## src/rtl/uart_pkg.sv

```systemverilog
// uart_pkg: shared FSM state type, oversampling constant and baud divisor math.
// Latency: n/a (declarations only).
// Backpressure: n/a.
package uart_pkg;

  typedef enum logic [1:0] {
    IDLE  = 2'd0,
    START = 2'd1,
    DATA  = 2'd2,
    STOP  = 2'd3
  } uart_state_e;

  localparam int OVERSAMPLE = 16;

  // Clocks per oversample tick, rounded to nearest.
  function automatic int calc_div(input int sys_clk, input int baud);
    return (sys_clk + (OVERSAMPLE / 2) * baud) / (OVERSAMPLE * baud);
  endfunction

endpackage

```

## src/rtl/uart_baud_gen.sv

```systemverilog
// uart_baud_gen: free-running 16x oversample tick generator shared by RX and TX.
// Latency: tick_o is a one-cycle pulse every DIV clocks; sync_i restarts the period.
// Backpressure: none, free-running.
// Ports: clk_i/rst_i clock and async active-high reset, sync_i restart counter,
//        tick_o one-cycle oversample tick.
module uart_baud_gen
  import uart_pkg::*;
#(
  parameter int SYS_CLK   = 50_000_000,
  parameter int BAUD_RATE = 115200
) (
  input  logic clk_i,
  input  logic rst_i,
  input  logic sync_i,
  output logic tick_o
);

  localparam int DIV = calc_div(SYS_CLK, BAUD_RATE);
  localparam int CW  = (DIV > 1) ? $clog2(DIV) : 1;
  localparam logic [CW-1:0] LAST = CW'(DIV - 1);

  logic [CW-1:0] cnt_q, cnt_d;

  always_comb begin
    if (sync_i || (cnt_q == LAST)) cnt_d = '0;
    else                           cnt_d = cnt_q + 1'b1;
  end

  always_ff @(posedge clk_i or posedge rst_i) begin
    if (rst_i) cnt_q <= '0;
    else       cnt_q <= cnt_d;
  end

  assign tick_o = (cnt_q == LAST);

endmodule

```

## src/rtl/uart.sv

```systemverilog
// uart: full-duplex 8N1-style transceiver, 16x oversampled RX and TX on one baud tick.
// Latency: rx_done_tick_o one clk after mid-stop sampling; tx_o goes low one clk after tx_start_i.
// Backpressure: none; tx_start_i is dropped while TX is busy (including its done cycle).
// Ports: clk_i/rst_i clock and async active-high reset; rx_i serial in (idle high);
//        rx_done_tick_o/rx_data_o received byte; tx_start_i/tx_data_i send request;
//        tx_o serial out (idle high); tx_done_tick_o end of last stop bit.
// Optional: define UART_FRAME_ERR_EN to add frame_err_o (stop-bit level check).
module uart
  import uart_pkg::*;
#(
  parameter int SYS_CLK   = 50_000_000,
  parameter int BAUD_RATE = 115200,
  parameter int DATA_BITS = 8,
  parameter int STOP_BIT  = 1
) (
  input  logic                 clk_i,
  input  logic                 rst_i,
  input  logic                 rx_i,
  output logic                 rx_done_tick_o,
  output logic [DATA_BITS-1:0] rx_data_o,
  input  logic                 tx_start_i,
  input  logic [DATA_BITS-1:0] tx_data_i,
  output logic                 tx_o,
  output logic                 tx_done_tick_o
`ifdef UART_FRAME_ERR_EN
  ,
  output logic                 frame_err_o
`endif
);

  localparam logic [4:0] BIT_LAST  = 5'(OVERSAMPLE - 1);
  localparam logic [4:0] MID_START = 5'(OVERSAMPLE / 2 - 1);
  localparam logic [4:0] STOP_LAST = 5'(OVERSAMPLE * STOP_BIT - 1);
  localparam logic [2:0] N_LAST    = 3'(DATA_BITS - 1);

  logic tick, baud_sync;

  // TX restarts the shared tick so its start bit is a full 16 ticks long.
  // RX tolerates the phase jump: it only counts ticks relative to its own start edge.
  uart_baud_gen #(.SYS_CLK(SYS_CLK), .BAUD_RATE(BAUD_RATE)) u_baud_gen (
    .clk_i  (clk_i),
    .rst_i  (rst_i),
    .sync_i (baud_sync),
    .tick_o (tick)
  );

  // ---------------- RX ----------------
  logic                 rx_meta_q, rx_sync_q;
  uart_state_e          rx_state_q, rx_state_d;
  logic [4:0]           rx_s_q, rx_s_d;
  logic [2:0]           rx_n_q, rx_n_d;
  logic [DATA_BITS-1:0] rx_shift_q, rx_shift_d, rx_data_q, rx_data_d;
  logic                 rx_done_q, rx_done_d;
`ifdef UART_FRAME_ERR_EN
  logic                 rx_bad_q, rx_bad_d, frame_err_q, frame_err_d;
`endif

  always_ff @(posedge clk_i or posedge rst_i) begin
    if (rst_i) begin
      rx_meta_q  <= 1'b1;
      rx_sync_q  <= 1'b1;
      rx_state_q <= IDLE;
      rx_s_q     <= '0;
      rx_n_q     <= '0;
      rx_shift_q <= '0;
      rx_data_q  <= '0;
      rx_done_q  <= 1'b0;
    end else begin
      rx_meta_q  <= rx_i;
      rx_sync_q  <= rx_meta_q;
      rx_state_q <= rx_state_d;
      rx_s_q     <= rx_s_d;
      rx_n_q     <= rx_n_d;
      rx_shift_q <= rx_shift_d;
      rx_data_q  <= rx_data_d;
      rx_done_q  <= rx_done_d;
    end
  end

  always_comb begin
    rx_state_d = rx_state_q;
    case (rx_state_q)
      IDLE:    if (!rx_sync_q) rx_state_d = START;
      START:   if (tick && rx_s_q == MID_START) rx_state_d = rx_sync_q ? IDLE : DATA;
      DATA:    if (tick && rx_s_q == BIT_LAST && rx_n_q == N_LAST) rx_state_d = STOP;
      STOP:    if (tick && rx_s_q == STOP_LAST) rx_state_d = IDLE;
      default: rx_state_d = IDLE;
    endcase
  end

  always_comb begin
    rx_s_d     = rx_s_q;
    rx_n_d     = rx_n_q;
    rx_shift_d = rx_shift_q;
    rx_data_d  = rx_data_q;
    rx_done_d  = 1'b0;
`ifdef UART_FRAME_ERR_EN
    rx_bad_d    = rx_bad_q;
    frame_err_d = 1'b0;
`endif
    case (rx_state_q)
      IDLE: if (!rx_sync_q) rx_s_d = '0;
      START: if (tick) begin
        if (rx_s_q == MID_START) begin
          rx_s_d = '0;
          rx_n_d = '0;
        end else begin
          rx_s_d = rx_s_q + 5'd1;
        end
      end
      DATA: if (tick) begin
        if (rx_s_q == BIT_LAST) begin
          rx_s_d     = '0;
          // LSB arrives first, so shifting in at the MSB leaves it at bit 0.
          rx_shift_d = {rx_sync_q, rx_shift_q[DATA_BITS-1:1]};
          rx_n_d     = rx_n_q + 3'd1;
        end else begin
          rx_s_d = rx_s_q + 5'd1;
        end
      end
      STOP: if (tick) begin
`ifdef UART_FRAME_ERR_EN
        // Mid point of the first stop bit.
        if (rx_s_q == BIT_LAST) rx_bad_d = !rx_sync_q;
`endif
        if (rx_s_q == STOP_LAST) begin
`ifdef UART_FRAME_ERR_EN
          if (rx_bad_d) begin
            frame_err_d = 1'b1;
          end else begin
            rx_data_d = rx_shift_q;
            rx_done_d = 1'b1;
          end
`else
          rx_data_d = rx_shift_q;
          rx_done_d = 1'b1;
`endif
        end else begin
          rx_s_d = rx_s_q + 5'd1;
        end
      end
      default: ;
    endcase
  end

`ifdef UART_FRAME_ERR_EN
  always_ff @(posedge clk_i or posedge rst_i) begin
    if (rst_i) begin
      rx_bad_q    <= 1'b0;
      frame_err_q <= 1'b0;
    end else begin
      rx_bad_q    <= rx_bad_d;
      frame_err_q <= frame_err_d;
    end
  end
  assign frame_err_o = frame_err_q;
`endif

  assign rx_done_tick_o = rx_done_q;
  assign rx_data_o      = rx_data_q;

  // ---------------- TX ----------------
  uart_state_e          tx_state_q, tx_state_d;
  logic [4:0]           tx_s_q, tx_s_d;
  logic [2:0]           tx_n_q, tx_n_d;
  logic [DATA_BITS-1:0] tx_shift_q, tx_shift_d;
  logic                 tx_q, tx_d;

  always_ff @(posedge clk_i or posedge rst_i) begin
    if (rst_i) begin
      tx_state_q <= IDLE;
      tx_s_q     <= '0;
      tx_n_q     <= '0;
      tx_shift_q <= '0;
      tx_q       <= 1'b1;
    end else begin
      tx_state_q <= tx_state_d;
      tx_s_q     <= tx_s_d;
      tx_n_q     <= tx_n_d;
      tx_shift_q <= tx_shift_d;
      tx_q       <= tx_d;
    end
  end

  always_comb begin
    tx_state_d = tx_state_q;
    case (tx_state_q)
      IDLE:    if (tx_start_i) tx_state_d = START;
      START:   if (tick && tx_s_q == BIT_LAST) tx_state_d = DATA;
      DATA:    if (tick && tx_s_q == BIT_LAST && tx_n_q == N_LAST) tx_state_d = STOP;
      STOP:    if (tick && tx_s_q == STOP_LAST) tx_state_d = IDLE;
      default: tx_state_d = IDLE;
    endcase
  end

  always_comb begin
    tx_s_d     = tx_s_q;
    tx_n_d     = tx_n_q;
    tx_shift_d = tx_shift_q;
    baud_sync  = 1'b0;
    case (tx_state_q)
      IDLE: if (tx_start_i) begin
        tx_shift_d = tx_data_i;
        tx_s_d     = '0;
        baud_sync  = 1'b1;
      end
      START: if (tick) begin
        if (tx_s_q == BIT_LAST) begin
          tx_s_d = '0;
          tx_n_d = '0;
        end else begin
          tx_s_d = tx_s_q + 5'd1;
        end
      end
      DATA: if (tick) begin
        if (tx_s_q == BIT_LAST) begin
          tx_s_d     = '0;
          tx_shift_d = tx_shift_q >> 1;
          tx_n_d     = tx_n_q + 3'd1;
        end else begin
          tx_s_d = tx_s_q + 5'd1;
        end
      end
      STOP: if (tick) tx_s_d = tx_s_q + 5'd1;
      default: ;
    endcase
    // Line level is decoded from the state being entered, so tx_o changes
    // on the same edge as the state and stays a clean flop output.
    case (tx_state_d)
      START:   tx_d = 1'b0;
      DATA:    tx_d = tx_shift_d[0];
      default: tx_d = 1'b1;
    endcase
  end

  // Done fires in the last STOP cycle; TX is IDLE on the next clock,
  // so a start arriving in the done cycle is naturally ignored.
  always_comb begin
    tx_o           = tx_q;
    tx_done_tick_o = (tx_state_q == STOP) && tick && (tx_s_q == STOP_LAST);
  end

endmodule

```

## config.mk

```make
export PLATFORM = sky130hd
export DESIGN_NAME = uart
export DESIGN_NICKNAME = d
export VERILOG_FILES = /design/src/rtl/uart_pkg.sv /design/src/rtl/uart_baud_gen.sv /design/src/rtl/uart.sv
export SDC_FILE = /design/constraint.sdc
export NUM_CORES = 1
export LEC_CHECK = 0
export ABC_AREA = 1
export ABC_CLOCK_PERIOD_IN_PS = 4300
export BUFFER_PORTS_ARGS = -buffer_cell sky130_fd_sc_hd__buf_4
export CORE_MARGIN = 5
export CORE_UTILIZATION = 30
export DETAILED_ROUTE_END_ITERATION = 10
export GPL_ROUTABILITY_DRIVEN = 0
export HOLD_SLACK_MARGIN = 0.1
export PLACE_DENSITY = 0.52
export SYNTH_ARGS = -nofsm -noshare
export SYNTH_HDL_FRONTEND = slang
export SYNTH_SLANG_ARGS = --single-unit
```

## constraint.sdc

```tcl
create_clock -name clk_i -period 4.3 [get_ports clk_i]
set_input_delay 0.43 -clock clk_i [delete_from_list [all_inputs] [get_ports clk_i]]
set_output_delay 0.43 -clock clk_i [all_outputs]
set_load 0.01 [all_outputs]
```

==> results.sh, run 1 <==
export IMPL_yosysUniqueCellTypes=35
export IMPL_p_comb_share_pct=2.2
export IMPL_yosysMostFrequentCell="nand2_1"
export IMPL_core_ar_mm2=0.00915
export IMPL_final_report_hold_violation_count=0
export IMPL_crit_path_max_incr_delay_ns=0.39
export IMPL_synthesis_area_mm2=0.00280
export IMPL_p_sw_mw=0.196
export IMPL_ys_dominant_reg_cell="dfrtp_1"
export IMPL_critPathKind="flip-flop to output port"
export IMPL_starting_density_of_the_core_pct=30.6
export IMPL_dr_pass1_iters=4
export IMPL_fin_nets=382
export IMPL_crit_required_ns=3.87
export IMPL_end_kind="output port"
export IMPL_total_leakage_power_nw=1.56
export IMPL_die_height_um=107
export IMPL_globalRouteTotalUtil_pct=9.90
export IMPL_wl_per_cell_um=10.8
export IMPL_synth_avg_cell_area_um2=8.52
export IMPL_cts_root_to_sink_buffers=2
export IMPL_slew_viol_final=0
export IMPL_clock_sinks=53
export IMPL_worst_skew_late_latency_ns=0.31
export IMPL_synth_edff_count=0
export IMPL_cts_repair_resized=0
export IMPL_cpLargestDelayFamily="simple AND/OR/NAND/NOR gates"
export IMPL_post_cts_setup_buffer_count=0
export IMPL_final_min_period_over_clock_period_pct=52.7
export IMPL_share_of_synthesized_flip_flops_with_an_asynchronous_set_or_reset_pct=100
export IMPL_placement_cell_area_mm2=0.00307
export IMPL_vdd_drop_max_v=0.000141
export IMPL_leading_cell_types_by_total_area_after_synthesis="dfrtp_1 (45%), nand2_1 (11%), ha_1 (7.6%)"
export IMPL_timing_critical_path_slowest_stage_cell="dfrtp_1"
export IMPL_synth_seq_cells=53
export IMPL_placement_io_buffers=22
export IMPL_vias_in_the_first_global_route=2126
export IMPL_status="completed"
export IMPL_cts_hold_buf=0
export IMPL_clk_pin_slew_worst_paths_ns=0.09
export IMPL_largest_net_degree_at_the_start_of_global_routing=54
export IMPL_timing_fmax_mhz=441
export IMPL_slew_limit_headroom_pct=55.8
export IMPL_h_tree_levels=2
export IMPL_synth_cells_most_frequent="nand2_1 (79), dfrtp_1 (50), inv_1 (41)"
export IMPL_worstPathArrival_ns=1.84
export IMPL_min_period_ns=2.27
export IMPL_power_frac_seq_pct=60.9
export IMPL_routed_wl_mm=5.01
export IMPL_synth_seq_area_share_pct=47.5
export IMPL_worstPathCellList="ha_1 > nand2_1 > nor2_1 > ha_1 > nand3_1 > nor2_1 > buf_4"
export IMPL_worst_pin_slew_ns=0.663
export IMPL_core_rowCount=35
export IMPL_p_sw_share_pct=23.8
export IMPL_synth_yosys_warnings=0
export IMPL_net_count_of_the_mapped_netlist=358
export IMPL_finish_instance_area_mm2=0.00317
export IMPL_timing_max_cap_violations=0
export IMPL_die_area_mm2=0.0114
export IMPL_tritoncts="yes"
export IMPL_fin_hold_ws_ns=0.228
export IMPL_routed_via_count=2054
export IMPL_synthToLayoutAreaGrowth_pct=12.9
export IMPL_cellInternalPower_mw=0.626
export IMPL_grt_first_pass_wirelength_mm=9.47
export IMPL_vias_per_cell=4.42
export IMPL_hpwl_mm=3.69
export IMPL_worst_hold_path_class="input port to flip-flop"
export IMPL_drt_drc_violations_left=0
export IMPL_clock_skew_ns=0.0155
export IMPL_drtAntennaViolNets=0
export IMPL_cts_root_buffer_cell="clkbuf_8"
export IMPL_power_density_over_the_cells_mw_per_mm2=260
export IMPL_grt_ovfl_total=0
export IMPL_critPathLaunchType="flip-flop"
export IMPL_post_synthesis_cells=329
export IMPL_totalNegativeSetupSlack_ns=0
export IMPL_report_final_setup_viol=0
export IMPL_synth_area_leader_cell="dfrtp_1"
export IMPL_n_antenna_cell=0
export IMPL_cts_made_buffers=5
export IMPL_drive_gt1_share_pct=18.9
export IMPL_num_io_pins=23
export IMPL_maximum_net_fanout_on_the_critical_path=5
export IMPL_critical_path_buf_inv_count=1
export IMPL_dr_first_iter_drc_count=45
export IMPL_synth_top_area_share_pct=44.6
export IMPL_die_w_um=107
export IMPL_rsz_0062_raised_after_global_routing="no"
export IMPL_p_clk_share_pct=36.9
export IMPL_initial_antenna_violation_count=0
==> through the flow <==
step	total power, mW	utilization, %	cells	setup WS, ns
after floorplan	0.517	-	329	2.59
after global placement	0.530	33.5	457	2.31
after detailed placement	0.530	33.5	457	2.23
after CTS	0.836	34.6	465	2.02
after global routing	0.856	34.6	465	1.82
final	0.822	34.6	465	2.03
==> state kept, by name (all words and copies together) (netlist names), 3 cells and up, named ones only <==
signal / count
rx_data_o: 8
rx_n_q: 3
rx_s_q: 5
rx_shift_q: 8
tx_n_q: 3
tx_s_q: 5
tx_shift_q: 8
u_baud_gen.cnt_q: 5
==> layout by cell type, fill, tap and decap left out, types with 9 or more instances in the layout <==
| master | count |
|---|---|
| ha_1 | 17 |
| o21ai_0 | 12 |
| dfrtp_1 | 50 |
| a21oi_1 | 17 |
| o21ai_2 | 13 |
| nand3_1 | 24 |
| nand2_1 | 79 |
| nor2_1 | 24 |
| buf_4 | 23 |
| o21ai_1 | 9 |
| inv_1 | 40 |
==> final cells by class <==
class | instances | area (um^2)
fill | 960 | 5990
sequential | 53 | 1330
multi-input combinational | 221 | 1240
inverter | 49 | 184
timing repair buffer | 23 | 173
tap | 111 | 139
clock buffer | 5 | 68.8
clock inverter | 3 | 26.3
==> power by group through the flow <==
stage / clock network, mW / registers [mW] / logic, mW
2_1_floorplan: 0 / 0.510 / 0.00778
3_3_place_gp: 0 / 0.510 / 0.0197
3_5_place_dp: 0 / 0.510 / 0.0197
4_1_cts: 0.316 / 0.500 / 0.0198
5_1_grt: 0.334 / 0.501 / 0.0221
6_report: 0.303 / 0.500 / 0.0184
==> routing by layer <==
layer,vias to the layer above,global-route usage [%],part of all wire (%)
li1,1100,-,-
met1,920,13.5,51
met2,27,15.8,44
met3,7,2.65,4.0
met4,0,2.19,1.1
met5,-,0,0
==> path summary, 6_finish.rpt <==
kind	to	from	cells after the start	slack, ns
min in group asynchronous	rx_data_o[1]$_DFFE_PP0P_	rst_i	3	0.29
max in group asynchronous	u_baud_gen.cnt_q[3]$_DFF_PP0_	rst_i	3	3.56
setup / recovery	tx_done_tick_o	tx_s_q[0]$_DFFE_PP0P_	7	2.03
hold / removal	rx_meta_q$_DFF_PP1_	rx_i	1	0.23
setup reg to reg	rx_n_q[0]$_DFFE_PP0P_	rx_s_q[0]$_DFFE_PP0P_	9	2.23
hold reg to reg	rx_sync_q$_DFF_PP1_	rx_meta_q$_DFF_PP1_	0	0.37
==> kinds of logic after synthesis <==
| kind of cell | Yosys count | synth area share [%] |
|---|---|---|
| xor gates and xnor gates | 2 | 0.625 |
| DFF | 53 | 47.5 |
| AOI/OAI and AO/OA | 56 | 12.5 |
| adders and majority gates | 17 | 7.59 |
| and+or+nand+nor | 145 | 23.3 |
| muxes | 1 | 0.357 |
| buffers and inverters | 55 | 8.13 |
Power figures use the tool's default switching activity.
==> run 2: changes to the inputs <==
--- a/config.mk
+++ b/config.mk
@@ -6,14 +6,14 @@
 export NUM_CORES = 1
 export LEC_CHECK = 0
 export ABC_AREA = 1
-export ABC_CLOCK_PERIOD_IN_PS = 4300
+export ABC_CLOCK_PERIOD_IN_PS = 2000
 export BUFFER_PORTS_ARGS = -buffer_cell sky130_fd_sc_hd__buf_4
 export CORE_MARGIN = 5
 export CORE_UTILIZATION = 30
 export DETAILED_ROUTE_END_ITERATION = 10
 export GPL_ROUTABILITY_DRIVEN = 0
 export HOLD_SLACK_MARGIN = 0.1
-export PLACE_DENSITY = 0.52
+export PLACE_DENSITY = 0.53
 export SYNTH_ARGS = -nofsm -noshare
 export SYNTH_HDL_FRONTEND = slang
 export SYNTH_SLANG_ARGS = --single-unit
==> constraint.sdc (replaced) <==
create_clock -name clk_i -period 2 [get_ports clk_i]
set_input_delay 0.2 -clock clk_i [delete_from_list [all_inputs] [get_ports clk_i]]
set_output_delay 0.2 -clock clk_i [all_outputs]
set_load 0.01 [all_outputs]
==> results.sh, run 2 (same netlist as run 1, synthesis figures left out) <==
export IMPL_die_height_um=107
export IMPL_synthToLayoutAreaGrowth_pct=20.8
export IMPL_starting_density_of_the_core_pct=30.6
export IMPL_timing_fmax_mhz=528
export IMPL_core_ar_mm2=0.00915
export IMPL_largest_net_degree_at_the_start_of_global_routing=30
export IMPL_cellInternalPower_mw=1.48
export IMPL_routed_wl_mm=5.36
export IMPL_die_area_mm2=0.0114
export IMPL_n_antenna_cell=0
export IMPL_final_common_cell="nand2_1"
export IMPL_final_min_period_over_clock_period_pct=94.7
export IMPL_p_sw_share_pct=21.9
export IMPL_die_w_um=107
export IMPL_placement_io_buffers=22
export IMPL_grt_first_pass_wirelength_mm=9.61
export IMPL_dr_pass1_iters=4
export IMPL_clock_sinks=53
export IMPL_vdd_drop_max_v=0.000264
export IMPL_h_tree_levels=2
export IMPL_cpLargestDelayFamily="simple AND/OR/NAND/NOR gates"
export IMPL_total_leakage_power_nw=1.66
export IMPL_min_period_ns=1.89
export IMPL_vias_in_the_first_global_route=2110
export IMPL_drtAntennaViolNets=0
export IMPL_p_clk_share_pct=40.8
export IMPL_hpwl_mm=3.89
export IMPL_grt_ovfl_total=0
export IMPL_maximum_net_fanout_on_the_critical_path=4
export IMPL_worst_skew_late_latency_ns=0.31
export IMPL_drt_drc_violations_left=0
export IMPL_crit_path_max_incr_delay_ns=0.37
export IMPL_postLayoutSetupSlackWorst_ns=0.106
export IMPL_clk_pin_slew_worst_paths_ns=0.10
export IMPL_timing_critical_path_slowest_stage_cell="dfrtp_1"
export IMPL_power_frac_seq_pct=56.7
export IMPL_critPathKind="flip-flop to output port"
export IMPL_power_density_over_the_cells_mw_per_mm2=560
export IMPL_worstPathCellList="ha_2 > nand2_2 > nor2_4 > ha_2 > buf_6 > nand3_4 > nor2_4 > buf_6"
export IMPL_status="completed"
export IMPL_cts_root_to_sink_buffers=2
export IMPL_worstPathArrival_ns=1.69
export IMPL_end_kind="output port"
export IMPL_utilization_pct=37.0
export IMPL_path_length_in_cells_of_the_critical_path=8
export IMPL_drive_gt1_share_pct=24.2
export IMPL_worst_pin_slew_ns=0.353
export IMPL_fin_nets=400
export IMPL_final_report_hold_violation_count=0
export IMPL_timing_hold_worst_path_depth=3
export IMPL_final_fill_count=942
export IMPL_worst_hold_path_class="input port to flip-flop"
export IMPL_rr_worst_depth=11
export IMPL_initial_antenna_violation_count=0
export IMPL_critical_path_buf_inv_count=2
export IMPL_cts_root_buffer_cell="clkbuf_8"
export IMPL_p_sw_mw=0.416
export IMPL_slew_limit_headroom_pct=76.2
export IMPL_dr_first_iter_drc_count=77
export IMPL_routed_via_count=2169
export IMPL_clock_skew_ns=0.0113
export IMPL_p_comb_share_pct=2.5
export IMPL_globalRouteTotalUtil_pct=10.1
export IMPL_crit_required_ns=1.80
export IMPL_report_final_setup_viol=0
export IMPL_num_io_pins=23
export IMPL_wl_per_cell_um=11.1
export IMPL_preCtsSetupSlack_ns=0.143
export IMPL_most_common_layout_cells="nand2_1 (78), dfrtp_1 (50), inv_1 (40)"
export IMPL_vias_per_cell=4.49
export IMPL_timing_max_cap_violations=0
export IMPL_core_rowCount=35
export IMPL_tritoncts="yes"
export IMPL_slew_viol_final=0
export IMPL_critPathLaunchType="flip-flop"
export IMPL_cts_made_buffers=5
-- run 2: changes by cell type in the layout (fill, tap and decap cells not counted), sizes merged --
cell,delta
buf,+16
bufinv,+1
clkinv,+1
clkinvlp,-2
dlygate4sd3,+2
-- run 2: power groups by stage --
stage	logic, mW	registers, mW	clock network, mW
floorplan	0.0167	1.10	0
global placement	0.0479	1.10	0
detailed placement	0.0484	1.10	0
CTS	0.0519	1.08	0.805
global route	0.0573	1.08	0.845
finish	0.0483	1.08	0.773
-- run 2: cell type report --
type                            count  area [um^2]  share of cell area, %
Clock inverter                      3         50.0                   1.48
Timing Repair Buffer               41          333                   9.83
Sequential cell                    53         1330                   39.3
Multi-Input combinational cell    221         1280                   37.9
Tap cell                          111          139                   4.10
Inverter                           49          184                   5.43
Clock buffer                        5         68.8                   2.03
-- run 2: routing by layer --
metal,GRT usage (%),routed length (um),vias up
met5,0,0,-
met4,2.47,43,0
met3,2.59,209,6
met2,15.1,2400,33
met1,14.7,2710,1001
li1,-,-,1129
-- run 2: through the flow --
stage / cell area [um^2] / total power [mW] / hold WS (ns) / std cells / setup TNS, ns
floorplan: 2800 / 1.11 / 0.204 / 329 / 0
global placement: 3140 / 1.14 / 0.197 / 465 / 0
detailed placement: 3140 / 1.14 / 0.204 / 465 / 0
CTS: 3300 / 1.93 / 0.143 / 477 / 0
global route: 3390 / 1.98 / 0.158 / 483 / -0.00501
finish: 3390 / 1.90 / 0.150 / 483 / 0
-- run 2: worst register-to-register path, delay by kind of cell (launching register included) --
kind,cells,cell delay (ns)
buffers and inverters,2,0.27
DFF,1,0.37
AOI/OAI and AO/OA,2,0.21
adders and majority gates,2,0.37
and+or+nand+nor,5,0.48
-- run 2: path summary, 6_finish.rpt --
kind	to	start	slack, ns
worst min-delay path	tx_shift_q[7]$_DFFE_PP0P_	tx_data_i[7]	0.15
max in group asynchronous	rx_meta_q$_DFF_PP1_	rst_i	1.05
worst max-delay path	tx_done_tick_o	tx_s_q[0]$_DFFE_PP0P_	0.11
min in group asynchronous	rx_data_o[2]$_DFFE_PP0P_	rst_i	0.40
worst min register to register	rx_sync_q$_DFF_PP1_	rx_meta_q$_DFF_PP1_	0.36
worst max register to register	rx_s_q[4]$_DFFE_PP0P_	rx_s_q[1]$_DFFE_PP0P_	0.19
-- run 2: what timing repair did --
item | CTS | global route
hold endpoints to repair | 14 | 0
hold buffers | 2 | 0
setup buffers | 2 | 6
pin swaps | 0 | 4
endpoints found under the setup margin | 1 | 13
resized for setup | 2 | 10
